## config.mk

```make
export PLATFORM = sky130hd
export DESIGN_NAME = seven_segment_scanner
export DESIGN_NICKNAME = d
export VERILOG_FILES = /design/src/rtl/seven_segment_scanner.sv
export SDC_FILE = /design/constraint.sdc
export NUM_CORES = 1
export LEC_CHECK = 0
export BUFFER_PORTS_ARGS = -buffer_cell sky130_fd_sc_hd__buf_2
export CORE_UTILIZATION = 53
export CTS_CLUSTER_DIAMETER = 80
export DETAILED_ROUTE_END_ITERATION = 12
export MAX_ROUTING_LAYER = met4
export PLACE_DENSITY = 0.76
export SYNTH_ARGS = -nofsm -noshare
export SYNTH_HDL_FRONTEND = slang
export SYNTH_SLANG_ARGS = --single-unit
```

## constraint.sdc

```tcl
create_clock -name clk -period 2.45 [get_ports clk]
set_clock_uncertainty 0.15 [all_clocks]
set_input_delay 0.49 -clock clk [delete_from_list [all_inputs] [get_ports clk]]
set_output_delay 0.49 -clock clk [all_outputs]
set_load 0.01 [all_outputs]
```

## src/rtl/seven_segment_scanner.sv

```systemverilog
// Multiplexed seven-segment driver: latches a packed hex value on load and scans it
// across DIGITS digits with dead time, leading-zero suppression, blanking and blinking.
module seven_segment_scanner #(
    parameter int DIGITS      = 4,
    parameter int CLK_DIV     = 50000,
    parameter int DEAD        = 2,
    parameter int BLINK_TICKS = 64,
    parameter bit ACTIVE_LOW  = 1'b1
) (
    input  logic                  clk,
    input  logic                  reset,
    input  logic                  load,
    input  logic [4*DIGITS-1:0]   value,
    input  logic [DIGITS-1:0]     blank_mask,
    input  logic [DIGITS-1:0]     blink_mask,
    input  logic                  lz_en,
    output logic [6:0]            segments,
    output logic [DIGITS-1:0]     anodes
);
    localparam int CW = $clog2(CLK_DIV);
    localparam int IW = (DIGITS > 1) ? $clog2(DIGITS) : 1;
    localparam int BW = (BLINK_TICKS > 1) ? $clog2(BLINK_TICKS) : 1;

    localparam logic ST_DEAD = 1'b0;
    localparam logic ST_SHOW = 1'b1;

    logic [CW-1:0]       cnt;
    logic [IW-1:0]       idx;
    logic [BW-1:0]       bcnt;
    logic                phase;
    logic                tick;
    logic                state;

    logic [4*DIGITS-1:0] sh_val;
    logic [DIGITS-1:0]   sh_blank;
    logic [DIGITS-1:0]   sh_blink;
    logic                sh_lz;

    logic [DIGITS-1:0]   supp;
    logic                zhi;
    logic [3:0]          nib;
    logic                dark;
    logic [6:0]          seg_n;
    logic [DIGITS-1:0]   an_n;

    assign tick  = (cnt == CW'(CLK_DIV - 1));
    assign state = (cnt < CW'(DEAD)) ? ST_DEAD : ST_SHOW;

    always_ff @(posedge clk) begin
        if (reset) begin
            cnt   <= '0;
            idx   <= '0;
            bcnt  <= '0;
            phase <= 1'b1;
        end else if (tick) begin
            cnt <= '0;
            idx <= (idx == IW'(DIGITS - 1)) ? '0 : idx + 1'b1;
            if (bcnt == BW'(BLINK_TICKS - 1)) begin
                bcnt  <= '0;
                phase <= ~phase;
            end else begin
                bcnt <= bcnt + 1'b1;
            end
        end else begin
            cnt <= cnt + 1'b1;
        end
    end

    always_ff @(posedge clk) begin
        if (reset) begin
            sh_val   <= '0;
            sh_blank <= '0;
            sh_blink <= '0;
            sh_lz    <= 1'b0;
        end else if (load) begin
            sh_val   <= value;
            sh_blank <= blank_mask;
            sh_blink <= blink_mask;
            sh_lz    <= lz_en;
        end
    end

    // Walk down from the top digit; a digit is suppressed while everything above it is zero.
    always_comb begin
        supp = '0;
        zhi  = 1'b1;
        for (int i = DIGITS - 1; i >= 1; i--) begin
            zhi     = zhi & (sh_val[4*i +: 4] == 4'h0);
            supp[i] = sh_lz & zhi;
        end
    end

    function automatic logic [6:0] decode(input logic [3:0] n);
        case (n)
            4'h0: decode = 7'h3F;  4'h1: decode = 7'h06;
            4'h2: decode = 7'h5B;  4'h3: decode = 7'h4F;
            4'h4: decode = 7'h66;  4'h5: decode = 7'h6D;
            4'h6: decode = 7'h7D;  4'h7: decode = 7'h07;
            4'h8: decode = 7'h7F;  4'h9: decode = 7'h6F;
            4'hA: decode = 7'h77;  4'hB: decode = 7'h7C;
            4'hC: decode = 7'h39;  4'hD: decode = 7'h5E;
            4'hE: decode = 7'h79;  default: decode = 7'h71;
        endcase
    endfunction

    assign nib  = sh_val[{idx, 2'b00} +: 4];
    assign dark = sh_blank[idx] | (sh_blink[idx] & ~phase) | supp[idx];

    always_comb begin
        seg_n = '0;
        an_n  = '0;
        if (state == ST_SHOW && !dark) begin
            seg_n = decode(nib);
            an_n  = DIGITS'(1) << idx;
        end
    end

    always_ff @(posedge clk) begin
        if (reset) begin
            segments <= {7{ACTIVE_LOW}};
            anodes   <= {DIGITS{ACTIVE_LOW}};
        end else begin
            segments <= seg_n ^ {7{ACTIVE_LOW}};
            anodes   <= an_n ^ {DIGITS{ACTIVE_LOW}};
        end
    end
endmodule

```

Yosys cells after proc, flatten, opt, wreduce, memory -nomap -nowiden
Memory sizes are Yosys's and may differ from the RTL's.
Index checks and enable logic that the tools add are counted.
{"block": "word_totals", "register_bits": 61, "romBits": 112, "inputBits": 28, "wordCells": 50, "memories": 1}
{"name": "(name not given)", "words": 16, "width": 7, "rd": 1, "rd_ports_with_merged_regs": 0, "wr": 0, "line_no": "94", "source": "case (n)"}
{"block": "classes", "n_addsub": 3, "n_lt_le_gt_ge": 2, "eq_ne": 3, "n_shift": 2, "n_mux": 11, "n_bitwise": 11, "n_reduce_logical": 7}
{"cell": "$add A16 B1 Y16 const B", "count": 1}
{"cell": "$eq A16 B16 Y1 const B", "count": 1}
{"cell": "$lt A16 B2 Y1 const B", "count": 1}
{"cell": "$shiftx A16 B5 Y4", "count": 1}
{"cell": "$logic_not A4 Y1", "count": 3}
{"cell": "$mux W7", "count": 1}
{"cell": "$not A7 Y7", "count": 1}
{"cell": "$add A6 B1 Y6 const B", "count": 1}
{"cell": "$and A1 B1 Y1", "count": 6}
{"cell": "$bmux W1 S2", "count": 3}
{"cell": "$eq A6 B6 Y1 const B", "count": 1}
{"cell": "$mux W6", "count": 1}
{"cell": "$mux W1", "count": 4}
{"cell": "$mux W4", "count": 1}
{"cell": "$not A4 Y4", "count": 1}
{"cell": "$shl A1 B2 Y4 const A", "count": 1}
{"cell": "$lt A2 B3 Y1 const B", "count": 1}
{"cell": "$add A2 B1 Y2 const B", "count": 1}
{"cell": "$eq A2 B2 Y1 const B", "count": 1}
{"cell": "$mux W2", "count": 1}
{"cell": "$or A1 B1 Y1", "count": 2}
{"cell": "$reduce_and A2 Y1", "count": 1}
{"cell": "$reduce_or A2 Y1", "count": 1}
{"cell": "$logic_and A1 B1 Y1", "count": 1}
{"cell": "2 further kinds", "count": 2}

Longest topological paths before layout
Gate-level depths: netlist (run 1).
{"block": "logic_depth", "depth_word": 11, "mapped_depth": 7, "depth_no_buf": 6}

Worst setup path before layout (run 1)
No wires, ideal clock.
{"block": "synth_timing", "path_kind": "register to register", "from": "register idx[0]", "to": "register segments[3]", "setup_time_ps": 71, "t_arrival_ps": 1952, "setup_slack_ps": 277, "stages_incl_launch_ff": 8, "n_path_buf": 1, "path_cell_list": "dfxtp_1 -> buf_2 -> mux4_2 -> inv_1 -> ha_1 -> nor2_1 -> a211o_1 -> nand4_1"}
{"block": "synth_between", "elab_chain_cells": 9, "word_cells_on_any_way": 15}
{"element": "from (decl)", "line_no": "28", "source": "logic [IW-1:0] idx;"}
{"element": "from (signal assigned)", "line_no": "57", "source": "idx <= (idx == IW'(DIGITS - 1)) ? '0 : idx + 1'b1;"}
{"element": "parallel branches: the longest is 7 deep, another holds $mem_v2 Z16 W7"}
{"element": "$mux W7 (*)", "line_no": "112", "source": "if (state == ST_SHOW && !dark) begin"}
{"element": "$not A7 Y7 (no line) (*)"}
{"element": "to (signal assigned)", "line_no": "120", "source": "segments <= {7{ACTIVE_LOW}};"}
{"element": "to (signal assigned)", "line_no": "123", "source": "segments <= seg_n ^ {7{ACTIVE_LOW}};"}
{"element": "to (decl)", "line_no": "17", "source": "output logic [6:0] segments,"}
Mark *: on every way between the ends. The select of a mux whose other input is x is not followed.
A chain may end at the register's enable or synchronous reset.

Worst setup path in the final report (run 1)
Ends and elaborated chain as after synthesis.

==> results of run 1 <==
==> power by group through the flow <==
stage               registers [W]  clock network (W)  logic, W
floorplan                 0.00108                  0  0.000123
global placement          0.00108                  0  0.000177
detailed placement        0.00108                  0  0.000181
CTS                       0.00106           0.000993  0.000183
global route              0.00106            0.00104  0.000203
finish                    0.00106           0.000972  0.000183
==> worst paths after layout <==
check | end | slack [ns] | cells past startpoint
worst max-delay path | segments[3]$_SDFF_PP1_ | 0.33 | 5
worst max register to register | segments[3]$_SDFF_PP1_ | 0.33 | 5
worst min register to register | cnt[0]$_SDFF_PP0_ | 0.32 | 1
worst min-delay path | sh_lz$_SDFFE_PP0P_ | 0.22 | 3
==> metal layers <==
layer	vias up	global-route usage (%)	wire length [um]
li1	1183	-	-
met1	1114	26.88	2611
met2	74	39.09	2979
met3	12	8.144	335
met4	0	8.077	94
met5	-	-	0
==> what timing repair did <==
action                     in CTS  in global routing
buffers inserted                0                  0
resized for setup               0                  1
setup endpoints to repair       0                  1
==> state kept, by name, indices dropped and copies added (netlist names) <==
name,flops
phase,1
bcnt,6
anodes,4
sh_blank,4
sh_lz,1
sh_blink,4
idx,2
segments,7
sh_val,16
cnt,16
==> kinds of logic after synthesis <==
logic type      Yosys count
compound gates           41
mux                      34
simple gates            122
flops                    61
xor+xnor                 11
buf+inv                  26
fa+ha+maj                12
==> final cells by class <==
type / instances / area share (%)
multi-input combinational: 220 / 46.80
sequential: 61 / 36.35
timing repair buffer: 43 / 6.771
clock buffer: 9 / 3.683
clock inverter: 7 / 2.679
tap: 70 / 2.604
inverter: 10 / 1.116
==> Yosys cell counts, types with 2 or more instances <==
master	n	area share, %
a21oi_1	10	1.7
a311oi_1	2	0.60
a31oi_1	2	0.43
a41oi_1	2	0.60
and2_1	3	0.65
and3_1	4	0.86
and4_1	4	1.2
buf_2	7	1.2
clkbuf_1	7	0.90
dfxtp_1	61	42
ha_1	12	5.2
inv_1	10	1.3
mux2_2	2	0.78
mux2i_1	26	9.0
mux4_2	5	3.9
nand2_1	12	1.6
nand2b_1	3	0.65
nand3_1	17	2.9
nand4_1	7	1.5
nor2_1	45	5.8
nor2b_1	6	1.3
nor3_1	4	0.69
nor4_1	5	1.1
o2111ai_1	4	1.2
o211ai_1	4	1.0
o21ai_0	7	1.2
o31ai_1	2	0.52
or3_1	2	0.43
or4_1	2	0.52
xnor2_1	7	2.1
xor2_1	4	1.2
==> critical path: stages (launching register included) <==
cell and delay (ns):
dfxtp_2 0.48, mux4_2 0.61, inv_1 0.19, ha_1 0.29, a211o_1 0.26, nand4_1 0.08
==> through the flow <==
stage               cells  util (%)  cell area (sq um)  setup WS, ns  total power [W]
detailed placement    404     60.48               3148        0.2098         0.001262
global placement      404     60.48               3148        0.2436         0.001256
CTS                   420     64.59               3362        0.1615         0.002235
floorplan             307         -               2905        0.2774         0.001198
finish                420     64.62               3363        0.3274         0.002214
global route          420     64.62               3363        0.1934         0.002300
==> results.cfg, run 1 <==
[outcome]
outcome = complete, no violations

[grt]
grt_pass1_vias = 2309
grt_max_degree = 38
grt_pass1_wl_um = 10490
antenna_found_initial = 0
gr-usage-all-layers_pct = 23.70
grt-ovfl-total = 0

[floorplan]
coreArea_sq_mm = 0.005205
initial_core_util_pct = 55.82
num_rows = 26
dieArea_sq_mm = 0.005782
ios = 39
die_w_um = 76.04
die_y_um = 76.04

[power_and_ir_drop]
ir_drop_mv = 0.4625
internal-power_w = 0.001683
p_per_area_mw_per_mm2 = 658.2
power.leakage_nw = 1.357
switchingPower_w = 0.0005303
combPwrFrac_pct = 8.3
p_clk_share_pct = 43.9
p_seq_share_pct = 47.8
p_sw_share_pct = 23.96

[logic_synthesis]
synth-simple-area-share_pct = 21.92
syn_nets = 347
netlist_area_sq_mm = 0.002905
ys_seq_area_share_pct = 42.03
synthArstFlopShare_pct = 0
ys_ff_latch = 61
synth_compound_area_share_pct = 9.776
synth_xor_area_share_pct = 3.316
synthMuxAreaShare_pct = 14.00
synth_edf_count = 0
ys.flop_type = dfxtp_1
syn_inst = 307
yosysUniqueCellTypes = 50
ys_warn_count = 0
synth_fa_ha_area_share_pct = 5.168
synth_top_family_by_area = simple AND/OR/NAND/NOR gates
syn_avg_cell_area_sq_um = 9.463

[route]
routed_wirelength_um = 6020
num_vias = 2383
drt-pass1-iter-count = 5
route.detailed.drc = 0
ant_nets = 0
viasPerCell = 5.674
drt_iter0_drc = 143
wl_per_cell_um = 14.33

[clocking]
cts_tree = yes
cts_htree_levels = 3
cts-root-buf = clkbuf_8
insertion_delay_ns = 0.35
ctsHoldBuffers = 0
numCtsBuffers = 9
clk_pin_slew_ns = 0.07
clockBufferDepth = 2
cts.sinks = 61

[timing]
fmax_mhz = 471.1
layout_min_cycle_time_ns = 2.123
hold_viol = 0
relSlewSlack_pct = 52.56
setup_viol = 0
post-route-period-util_pct = 86.64
finalMaxSlewViolations = 0
tightest_slew_ns = 0.7116
setup-tns-final_ns = 0
rsz0062_at_grt = false
hold_ws_ns = 0.2222

[critical_path]
arrival_ns = 2.26
cp-start-kind = flip-flop
cp.required_ns = 2.59
critPathKind = reg -> reg
startpoint = idx[0]$_SDFFE_PP0N_
end_kind = flip-flop
cp_max_fo = 12
rr_startpoint = idx[0]$_SDFFE_PP0N_

[layout]
final_cell_mix = dfxtp_1 (60), nor2_1 (45), buf_2 (38), mux2i_1 (26), nand3_1 (17)
seq_area_sq_mm = 0.001222
layout_commonest_cell = dfxtp_1
multi_input_area_sq_mm = 0.001574
nets = 385
diodes = 0
drive_gt1_share_pct = 20.57
fill_cells = 457
area_delta_synth_final_pct = 15.76

[min_path]
min_from = lz_en
hold_path_class = in -> reg

[placed_design]
port_buffers = 38
place_congestion = 0.8202
dpl.hpwl_um = 4148

[flow_run]
max-cap-violations = 0
Note: power is estimated with default switching activity, not from simulation.
==> run 2: changes to the inputs <==
--- a/config.mk
+++ b/config.mk
@@ -5,6 +5,7 @@
 export SDC_FILE = /design/constraint.sdc
 export NUM_CORES = 1
 export LEC_CHECK = 0
+export ABC_AREA = 1
 export BUFFER_PORTS_ARGS = -buffer_cell sky130_fd_sc_hd__buf_2
 export CORE_UTILIZATION = 53
 export CTS_CLUSTER_DIAMETER = 80
==> run 2 against run 1 <==
  * Critical path depth increased by 7
  * Synthesized area increased by 3.8%
  * Sequential share of layout area decreased by 0.84 points
  * Critical endpoint unchanged
==> results.cfg, run 2 <==
[clocking]
post_cts_buffers = 0
cts-root-buf = clkbuf_8
insertion_delay_ns = 0.33
numCtsBuffers = 9
cts_htree_levels = 3
post_cts_resize_count = 0
clk_pin_slew_ns = 0.07
cts.sinks = 61
clockBufferDepth = 2
cts_tree = yes
ctsHoldBuffers = 0

[logic_synthesis]
synth_area_leaders = dfxtp_1 (40%), nand2_1 (12%), nor2_1 (10%)
yosys.area.top_type_share_pct = 40.48
synth_edf_count = 0
ys.flop_type = dfxtp_1
synthTopCellsByCount = nand2_1 (99), nor2_1 (80), dfxtp_1 (61)
ys_seq_area_share_pct = 40.48
yosysTopAreaCell = dfxtp_1
ys_warn_count = 0
synth_most_common_cell = nand2_1
syn_nets = 481
syn_avg_cell_area_sq_um = 6.840
syn_inst = 441
ys_ff_latch = 61
yosysUniqueCellTypes = 24
synthArstFlopShare_pct = 0
netlist_area_sq_mm = 0.003017

[route]
routed_wirelength_um = 6272
num_vias = 2779
drt_iter0_drc = 121
route.detailed.drc = 0
wl_per_cell_um = 11.24
viasPerCell = 4.980
drt-pass1-iter-count = 4
ant_nets = 0

[min_path]
min_path_cells = 3
hold_path_class = in -> reg
min_from = blank_mask[1]
holdPathEnd = sh_blank[1]$_SDFFE_PP0P_

[critical_path]
cp-start-kind = flip-flop
rr_startpoint = idx[0]$_SDFFE_PP0N_
cp.required_ns = 2.51
critPathKind = reg -> reg
crit_top_cell = nand2_1
critPathTopFamily = simple AND/OR/NAND/NOR gates
cp_max_fo = 14
ff2ff_path_depth = 12
crit_buf_inv = 3
r2r_slack_ns = 0.40
startpoint = idx[0]$_SDFFE_PP0N_
path_cells = inv_4 > nand2_1 > nand3_1 > nand2_1 > inv_1 > ha_1 > inv_1 > nand2_1 > nand3_1 > nand2_1 > nor2_1 > nand2_1
critPathMaxStageDelay_ns = 0.52
r2r-end = segments[3]$_SDFF_PP1_
cp_num_cells = 12
arrival_ns = 2.11
end_kind = flip-flop
crit_slowest_cell = dfxtp_1

[outcome]
outcome = complete, no violations

[timing]
hold_viol = 0
hold_ws_ns = 0.2252
tightest_slew_ns = 0.5142
relSlewSlack_pct = 65.72
fmax_mhz = 487.2
finalMaxSlewViolations = 0
post-route-period-util_pct = 83.78
setup_viol = 0
layout_min_cycle_time_ns = 2.053
rsz0062_at_grt = false
setup-tns-final_ns = 0

[floorplan]
initial_core_util_pct = 54.78
ios = 39
num_rows = 27
die_y_um = 77.45
coreArea_sq_mm = 0.005507
dieArea_sq_mm = 0.005998
die_w_um = 77.45

[grt]
antenna_found_initial = 0
gr-usage-all-layers_pct = 23.41
grt_pass1_vias = 2520
grt-ovfl-total = 0
grt_max_degree = 25
grt_pass1_wl_um = 10810

[layout]
area_delta_synth_final_pct = 14.02
seq_area_sq_mm = 0.001221
fill_cells = 535
nets = 521
diodes = 0
final_cell_mix = nand2_1 (99), nor2_1 (80), dfxtp_1 (61), inv_1 (43), buf_2 (38)
layout_commonest_cell = nand2_1
reg.largest.list = cnt: 16 flops, sh_val: 16 flops, segments: 7 flops
stdcell_count = 558
drive_gt1_share_pct = 14.20
multi_input_area_sq_mm = 0.001541

[power_and_ir_drop]
power.leakage_nw = 1.510
p_per_area_mw_per_mm2 = 616.3
total_power_w = 0.002120
ir_drop_mv = 0.3470

[placed_design]
port_buffers = 38
place_congestion = 0.8670
dpl.hpwl_um = 4540
place_inst = 542

[flow_run]
max-cap-violations = 0
run 2: layer usage:
metal  track usage (%)  vias to the layer above  part of all wire (%)
met3             4.118                       16                   4.1
met1             27.76                     1214                    49
met2             36.46                       64                    45
met5                 -                        -                     0
met4             15.28                        0                   2.5
li1                  -                     1485                     -
run 2: worst max path at each step:
| stage | endpoint |
|---|---|
| 3_3_place_gp | segments[3]$_SDFF_PP1_ |
| 2_1_floorplan | segments[3]$_SDFF_PP1_ |
| 6_report | segments[3]$_SDFF_PP1_ |
| 3_5_place_dp | segments[3]$_SDFF_PP1_ |
| 4_1_cts | segments[3]$_SDFF_PP1_ |
| 5_1_grt | segments[3]$_SDFF_PP1_ |
run 2: worst reg2reg max path, cell delays in order, from the launching register on:
cell,delay (ns)
dfxtp_1,0.52
inv_4,0.14
nand2_1,0.09
nand3_1,0.06
nand2_1,0.21
inv_1,0.10
ha_1,0.24
inv_1,0.07
nand2_1,0.07
nand3_1,0.08
nand2_1,0.05
nor2_1,0.10
nand2_1,0.05
run 2: logic make-up after synthesis:
family          after synthesis  share of synthesized area, %
buf+inv                      59                         8.419
simple gates                237                         32.93
flops                        61                         40.48
xor+xnor                      9                         2.613
compound gates               63                         10.58
fa+ha+maj                    12                         4.977
run 2: power by group:
group          switching, W  internal (W)  total, W
Sequential        0.0000217       0.00103   0.00106
Clock              0.000379      0.000490  0.000870
Combinational      0.000120     0.0000744  0.000194
run 2: through the flow:
step	util, %	area [sq um]	setup WS [ns]
3_3_place_gp	58.99	3248	0.4767
5_1_grt	62.46	3440	0.1632
4_1_cts	62.46	3440	0.3905
3_5_place_dp	58.99	3248	0.4083
2_1_floorplan	-	3017	0.6201
6_report	62.46	3440	0.3973
run 2: cell type report:
class / count / share of cell area, %
multi-input cells: 321 / 44.82
inverters: 46 / 5.093
clock buffers: 11 / 4.111
repair buffers: 42 / 6.402
clock inverters: 5 / 1.455
well taps: 72 / 2.619
flip-flops and latches: 61 / 35.50
